File: src/rtl/alu_pipe_core.sv
// alu_pipe_core: two-stage register-file ALU core with forwarding and an iterative restoring divider
module alu_pipe_core #(
  parameter int DATA_W = 4,
  parameter int NREGS = 8,
  localparam int RA_W = $clog2(NREGS),
  localparam int INST_W = 7 + 3 * RA_W
) (
  input  logic                  clk,
  input  logic                  rst,
  input  logic                  in_valid,
  output logic                  in_ready,
  input  logic [INST_W-1:0]     in_inst,
  output logic                  out_valid,
  output logic [2*DATA_W-1:0]   out_result,
  output logic                  out_zero,
  output logic                  out_wr
);
  localparam int W2 = 2 * DATA_W;
  localparam int CW = $clog2(DATA_W + 1);
  logic [2:0] op;
  logic [3:0] func;
  logic [RA_W-1:0] rs1, rs2, rd;
  logic s1_v_q, s1_v_d, s1_wr_q, s1_wr_d;
  logic [3:0] s1_func_q, s1_func_d;
  logic [RA_W-1:0] s1_rd_q, s1_rd_d;
  logic [DATA_W-1:0] s1_a_q, s1_a_d, s1_b_q, s1_b_d;
  logic [CW-1:0] cnt_q, cnt_d;
  logic [DATA_W-1:0] dr_q, dr_d, dq_q, dq_d;
  logic out_valid_q, out_valid_d, out_zero_q, out_zero_d, out_wr_q, out_wr_d;
  logic [W2-1:0] out_result_q, out_result_d;
  logic [DATA_W-1:0] rf_q [NREGS];
  logic [DATA_W-1:0] rf_d [NREGS];
  logic busy, ex_fire, accept, wr_en, ge;
  logic [W2-1:0] res;
  logic [DATA_W-1:0] wdata, opa, opb, sub;
  logic [DATA_W:0] t;
  assign op = in_inst[2:0];
  assign func = in_inst[6:3];
  assign rs2 = in_inst[7 +: RA_W];
  assign rs1 = in_inst[7 + RA_W +: RA_W];
  assign rd = in_inst[7 + 2 * RA_W +: RA_W];
  assign busy = s1_v_q && (s1_func_q == 4'd9 || s1_func_q == 4'd10) && cnt_q != CW'(DATA_W);
  assign ex_fire = s1_v_q && !busy;
  assign in_ready = !rst && !busy;
  assign accept = in_valid && in_ready;
  assign wr_en = ex_fire && s1_wr_q;
  assign wdata = res[DATA_W-1:0];
  assign opa = (wr_en && s1_rd_q == rs1) ? wdata : rf_q[rs1];
  assign opb = (wr_en && s1_rd_q == rs2) ? wdata : rf_q[rs2];
  // one restoring step: shift the next dividend bit into the partial remainder
  assign t = {dr_q, dq_q[DATA_W-1]};
  assign ge = t >= {1'b0, s1_b_q};
  assign sub = t[DATA_W-1:0] - s1_b_q;
  assign out_valid = out_valid_q;
  assign out_result = out_result_q;
  assign out_zero = out_zero_q;
  assign out_wr = out_wr_q;
  always_comb begin
    res = '0;
    case (s1_func_q)
      4'd0: res[DATA_W-1:0] = s1_a_q & s1_b_q;
      4'd1: res[DATA_W-1:0] = s1_a_q | s1_b_q;
      4'd2: res[DATA_W-1:0] = s1_a_q ^ s1_b_q;
      4'd3: res[DATA_W-1:0] = ~(s1_a_q & s1_b_q);
      4'd4: res[DATA_W-1:0] = ~(s1_a_q | s1_b_q);
      4'd5: res[DATA_W-1:0] = ~(s1_a_q ^ s1_b_q);
      4'd6: res[DATA_W:0] = {1'b0, s1_a_q} + {1'b0, s1_b_q};
      4'd7: res[DATA_W:0] = {1'b0, s1_a_q} - {1'b0, s1_b_q};
      4'd8: res = {{DATA_W{1'b0}}, s1_a_q} * {{DATA_W{1'b0}}, s1_b_q};
      4'd9: res = {dr_q, dq_q};
      4'd10: res = {dq_q, dr_q};
      4'd11: res[DATA_W-1:0] = DATA_W'(s1_a_q < s1_b_q);
      4'd12: res[DATA_W-1:0] = DATA_W'(s1_a_q > s1_b_q);
      4'd13: res[DATA_W-1:0] = DATA_W'(s1_a_q == s1_b_q);
      4'd14: res[DATA_W-1:0] = s1_a_q << s1_b_q;
      default: res[DATA_W-1:0] = s1_a_q >> s1_b_q;
    endcase
  end
  always_comb begin
    s1_v_d = ex_fire ? 1'b0 : s1_v_q;
    s1_wr_d = s1_wr_q;
    s1_func_d = s1_func_q;
    s1_rd_d = s1_rd_q;
    s1_a_d = s1_a_q;
    s1_b_d = s1_b_q;
    cnt_d = busy ? cnt_q + 1'b1 : cnt_q;
    dr_d = busy ? (ge ? sub : t[DATA_W-1:0]) : dr_q;
    dq_d = busy ? {dq_q[DATA_W-2:0], ge} : dq_q;
    if (accept) begin
      s1_v_d = op[2:1] == 2'b01;
      s1_wr_d = op[0];
      s1_func_d = func;
      s1_rd_d = rd;
      s1_a_d = opa;
      s1_b_d = opb;
      cnt_d = '0;
      dr_d = '0;
      dq_d = opa;
    end
    out_valid_d = ex_fire;
    out_result_d = ex_fire ? res : out_result_q;
    out_zero_d = ex_fire ? res == '0 : out_zero_q;
    out_wr_d = ex_fire ? s1_wr_q : out_wr_q;
    rf_d = rf_q;
    if (wr_en) rf_d[s1_rd_q] = wdata;
  end
  always_ff @(posedge clk) begin
    if (rst) begin
      s1_v_q <= 1'b0;
      s1_wr_q <= 1'b0;
      s1_func_q <= '0;
      s1_rd_q <= '0;
      s1_a_q <= '0;
      s1_b_q <= '0;
      cnt_q <= '0;
      dr_q <= '0;
      dq_q <= '0;
      out_valid_q <= 1'b0;
      out_result_q <= '0;
      out_zero_q <= 1'b0;
      out_wr_q <= 1'b0;
      for (int i = 0; i < NREGS; i++) rf_q[i] <= DATA_W'(i);
    end else begin
      s1_v_q <= s1_v_d;
      s1_wr_q <= s1_wr_d;
      s1_func_q <= s1_func_d;
      s1_rd_q <= s1_rd_d;
      s1_a_q <= s1_a_d;
      s1_b_q <= s1_b_d;
      cnt_q <= cnt_d;
      dr_q <= dr_d;
      dq_q <= dq_d;
      out_valid_q <= out_valid_d;
      out_result_q <= out_result_d;
      out_zero_q <= out_zero_d;
      out_wr_q <= out_wr_d;
      rf_q <= rf_d;
    end
  end
endmodule

File: config.mk
export PLATFORM = sky130hd
export DESIGN_NAME = alu_pipe_core
export DESIGN_NICKNAME = d
export VERILOG_FILES = /design/src/rtl/alu_pipe_core.sv
export SDC_FILE = /design/constraint.sdc
export NUM_CORES = 1
export LEC_CHECK = 0
export ABC_AREA = 1
export CELL_PAD_IN_SITES_DETAIL_PLACEMENT = 1
export CELL_PAD_IN_SITES_GLOBAL_PLACEMENT = 1
export CORE_MARGIN = 2
export CORE_UTILIZATION = 39
export DETAILED_ROUTE_END_ITERATION = 12
export HOLD_SLACK_MARGIN = 0.05
export PLACE_DENSITY_LB_ADDON = 0.1
export SKIP_CTS_REPAIR_TIMING = 1
export SYNTH_ARGS = -nofsm -noshare
export SYNTH_HDL_FRONTEND = slang
export SYNTH_SLANG_ARGS = --single-unit
File: constraint.sdc
create_clock -name clk -period 3.3 [get_ports clk]
set_input_delay 0.99 -clock clk [delete_from_list [all_inputs] [get_ports clk]]
set_output_delay 0.99 -clock clk [all_outputs]
set_load 0.02 [all_outputs]
==> metrics.txt <==
status complete, no violations; hold_sp out_wr; Hold Vio Cnt, Final 0; First-pass DRT Iterations 4; H-tree levels 3; Slew Viols, Final 0; global-route total usage across every layer 0.269; Worst-Margin Slew 689 ps; Routed Antenna Nets 0; Starting Density 0.395; detailed-route wire length per cell 18.5 um; CP startpoint kind flip-flop; Syn Nets 835; Register Area 1420 um^2; hold path depth 2; DR vias 5403; Rows 42; post-synth top area share 0.274; Post-synth EDFFs 0; Clock Skew 10.2 ps; layout cells sized above 1 0.103; Post-Syn Area 5180 um^2; RR Endpoint s1_a_q[3]; Max Cap Violations 0; Worst Path Required 3520 ps; RD Place Congestion 0.936; leading cell type in the layout, fill and taps excluded nand2_1; Reg2Reg Depth 15; chip width 119 um; RR Startpoint s1_b_q[3]; Num Clock Sinks 71; grt total ovfl 0; sequential fraction of the synthesis area 0.274; Worst Slack Setup Final 147 ps; DRT iter0 DRCs 245; area grow syn2layout 18.5%; CP endpoint kind flip-flop; Lkg Pwr 2.90 nW; VDD IR max 0.244 mV; reg-to-reg slack, setup 150 ps; yosys warns 0; Die ar. 14200 um^2; residual DRC count 0; max_slew headroom 0.539; clock buffer depth 2; commonest cells after routing, fill and taps aside nand2_1, inv_1, a21oi_1; Setup Viol. Count Final 0; TritonCTS clock tree built; Total Wirelength 18600 um; footprint of the multi-input gates 3210 um^2; Hold Slack 475 ps; fraction of registers with async set/reset 0; fin nets 879; top-level port count 31; Max Freq 317 MHz; fin crit share 0.955; Pwr Density 392 nW/um^2; CTS root buf clkbuf_16; min cycle time layout 3150 ps; Clock Latency Late Sink 350 ps; Final Cell Area 6140 um^2; first-pass GRT wire length 29700 um; WHS Endpoint out_wr; syn avg cell area 6.66 um^2; port bufs 30; pin count of the biggest net entering global routing 33; routed vias/inst 5.38; post-placement worst setup slack -45.8 ps; n_diodes 0; crit path kind flip-flop to flip-flop; unique cell type count in the Yosys netlist 42; worst path arrival time 3380 ps; placed cell areas 5780 um^2; Power Total 2.41 mW; Die Y 119 um; area leader, netlist dfxtp_1; Util after Layout 0.468; Synth Flop Type dfxtp_1; Area contributors post-synth dfxtp_1, nand2_1, inv_1; critical path fanouts, max 5; Yosys reg bits 71; clock slew at reported path FFs 60 ps; total core area 13100 um^2; Final HPWL DP 14700 um; Mapped Cells 779; fillcell total 1753; Hold/Removal Path Class flip-flop to flip-flop; CTS Buf Count 9; initial antenna violation count 0; vias in the first global route 5779
## layout make-up
type / instances / share of cell area
clock buffer: 12 / 0.0418
clock inverter: 4 / 0.00856
inverter: 122 / 0.0762
multi-input combinational: 563 / 0.523
sequential: 71 / 0.232
tap: 176 / 0.0359
timing repair buffer: 56 / 0.0833
## synth_stat cells, types with 5 or more instances
master and number:
clkbuf_1 13, nor2_1 58, ha_1 30, nand4_1 10
nor3_1 5, o211ai_1 13, nand2_2 6, inv_1 116
xnor2_1 5, a31oi_1 5, a21oi_1 75, dfxtp_1 71
nand3_1 71, o21ai_0 72, o21ai_1 19, nand2_4 7
fa_1 7, nand2_1 150
## worst max-delay path: stages, from the launching register on
cell	delay, ps
dfxtp_1	340
nand2_1	80
fa_1	540
inv_1	60
fa_2	570
fa_2	430
nand3_1	90
nand2_1	60
nor2_1	90
nand2_1	50
nor2_1	100
nand4_1	100
buf_4	170
or2_1	220
nand2_2	80
o21ai_1	60
## how the worst max path moves through the flow
| stage | start | to | slack, ps | cells past startpoint |
|---|---|---|---|---|
| floorplan | s1_a_q[1] | out_zero | 170 | 13 |
| global placement | rst | in_ready | 40 | 5 |
| detailed placement | s1_a_q[0] | out_zero | -50 | 13 |
| CTS | s1_a_q[0] | out_zero | -50 | 13 |
| global route | s1_b_q[3] | s1_a_q[3] | -20 | 15 |
| finish | s1_b_q[3] | s1_a_q[3] | 150 | 15 |
## power by group
| group | leakage, nW | total [mW] | switching [mW] | internal, mW |
|---|---|---|---|---|
| sequential | 0.577 | 0.903 | 0.0240 | 0.879 |
| combinational | 2.17 | 0.496 | 0.330 | 0.166 |
| clock | 0.153 | 1.01 | 0.381 | 0.629 |
| total | 2.90 | 2.41 | 0.734 | 1.67 |
## routing by layer
| metal | up-vias | part of all wire | wire (um) | global-route usage |
|---|---|---|---|---|
| met5 | - | 0 | 0 | 0 |
| met4 | 0 | 0.044 | 821 | 0.143 |
| met3 | 52 | 0.028 | 523 | 0.0455 |
| met2 | 97 | 0.51 | 9530 | 0.475 |
| met1 | 2606 | 0.41 | 7690 | 0.310 |
| li1 | 2648 | - | - | - |
## registers in the layout, summed over array words and instances (netlist names), 3 cells and up
register	cells
out_result	8
s1_rd_q	3
dq_q	4
dr_q	4
s1_b_q	4
rf_q	32
s1_a_q	4
cnt_q	3
s1_func_q	4
## cell families after synthesis
logic type | Yosys count | synth area share
and+or+nand+nor | 325 | 0.296
AOI/OAI and AO/OA | 195 | 0.209
buffers and inverters | 145 | 0.111
DFF | 71 | 0.274
adders and majority gates | 37 | 0.0994
xor gates and xnor gates | 6 | 0.0101
## metrics by stage
step | setup TNS, ps | instances
final | 0 | 1004
after global routing | -49.6 | 1004
after CTS | -59.8 | 1000
after detailed placement | -45.8 | 984
after global placement | 0 | 984
after floorplan | 0 | 779
Note: power is estimated with default switching activity, not from simulation.
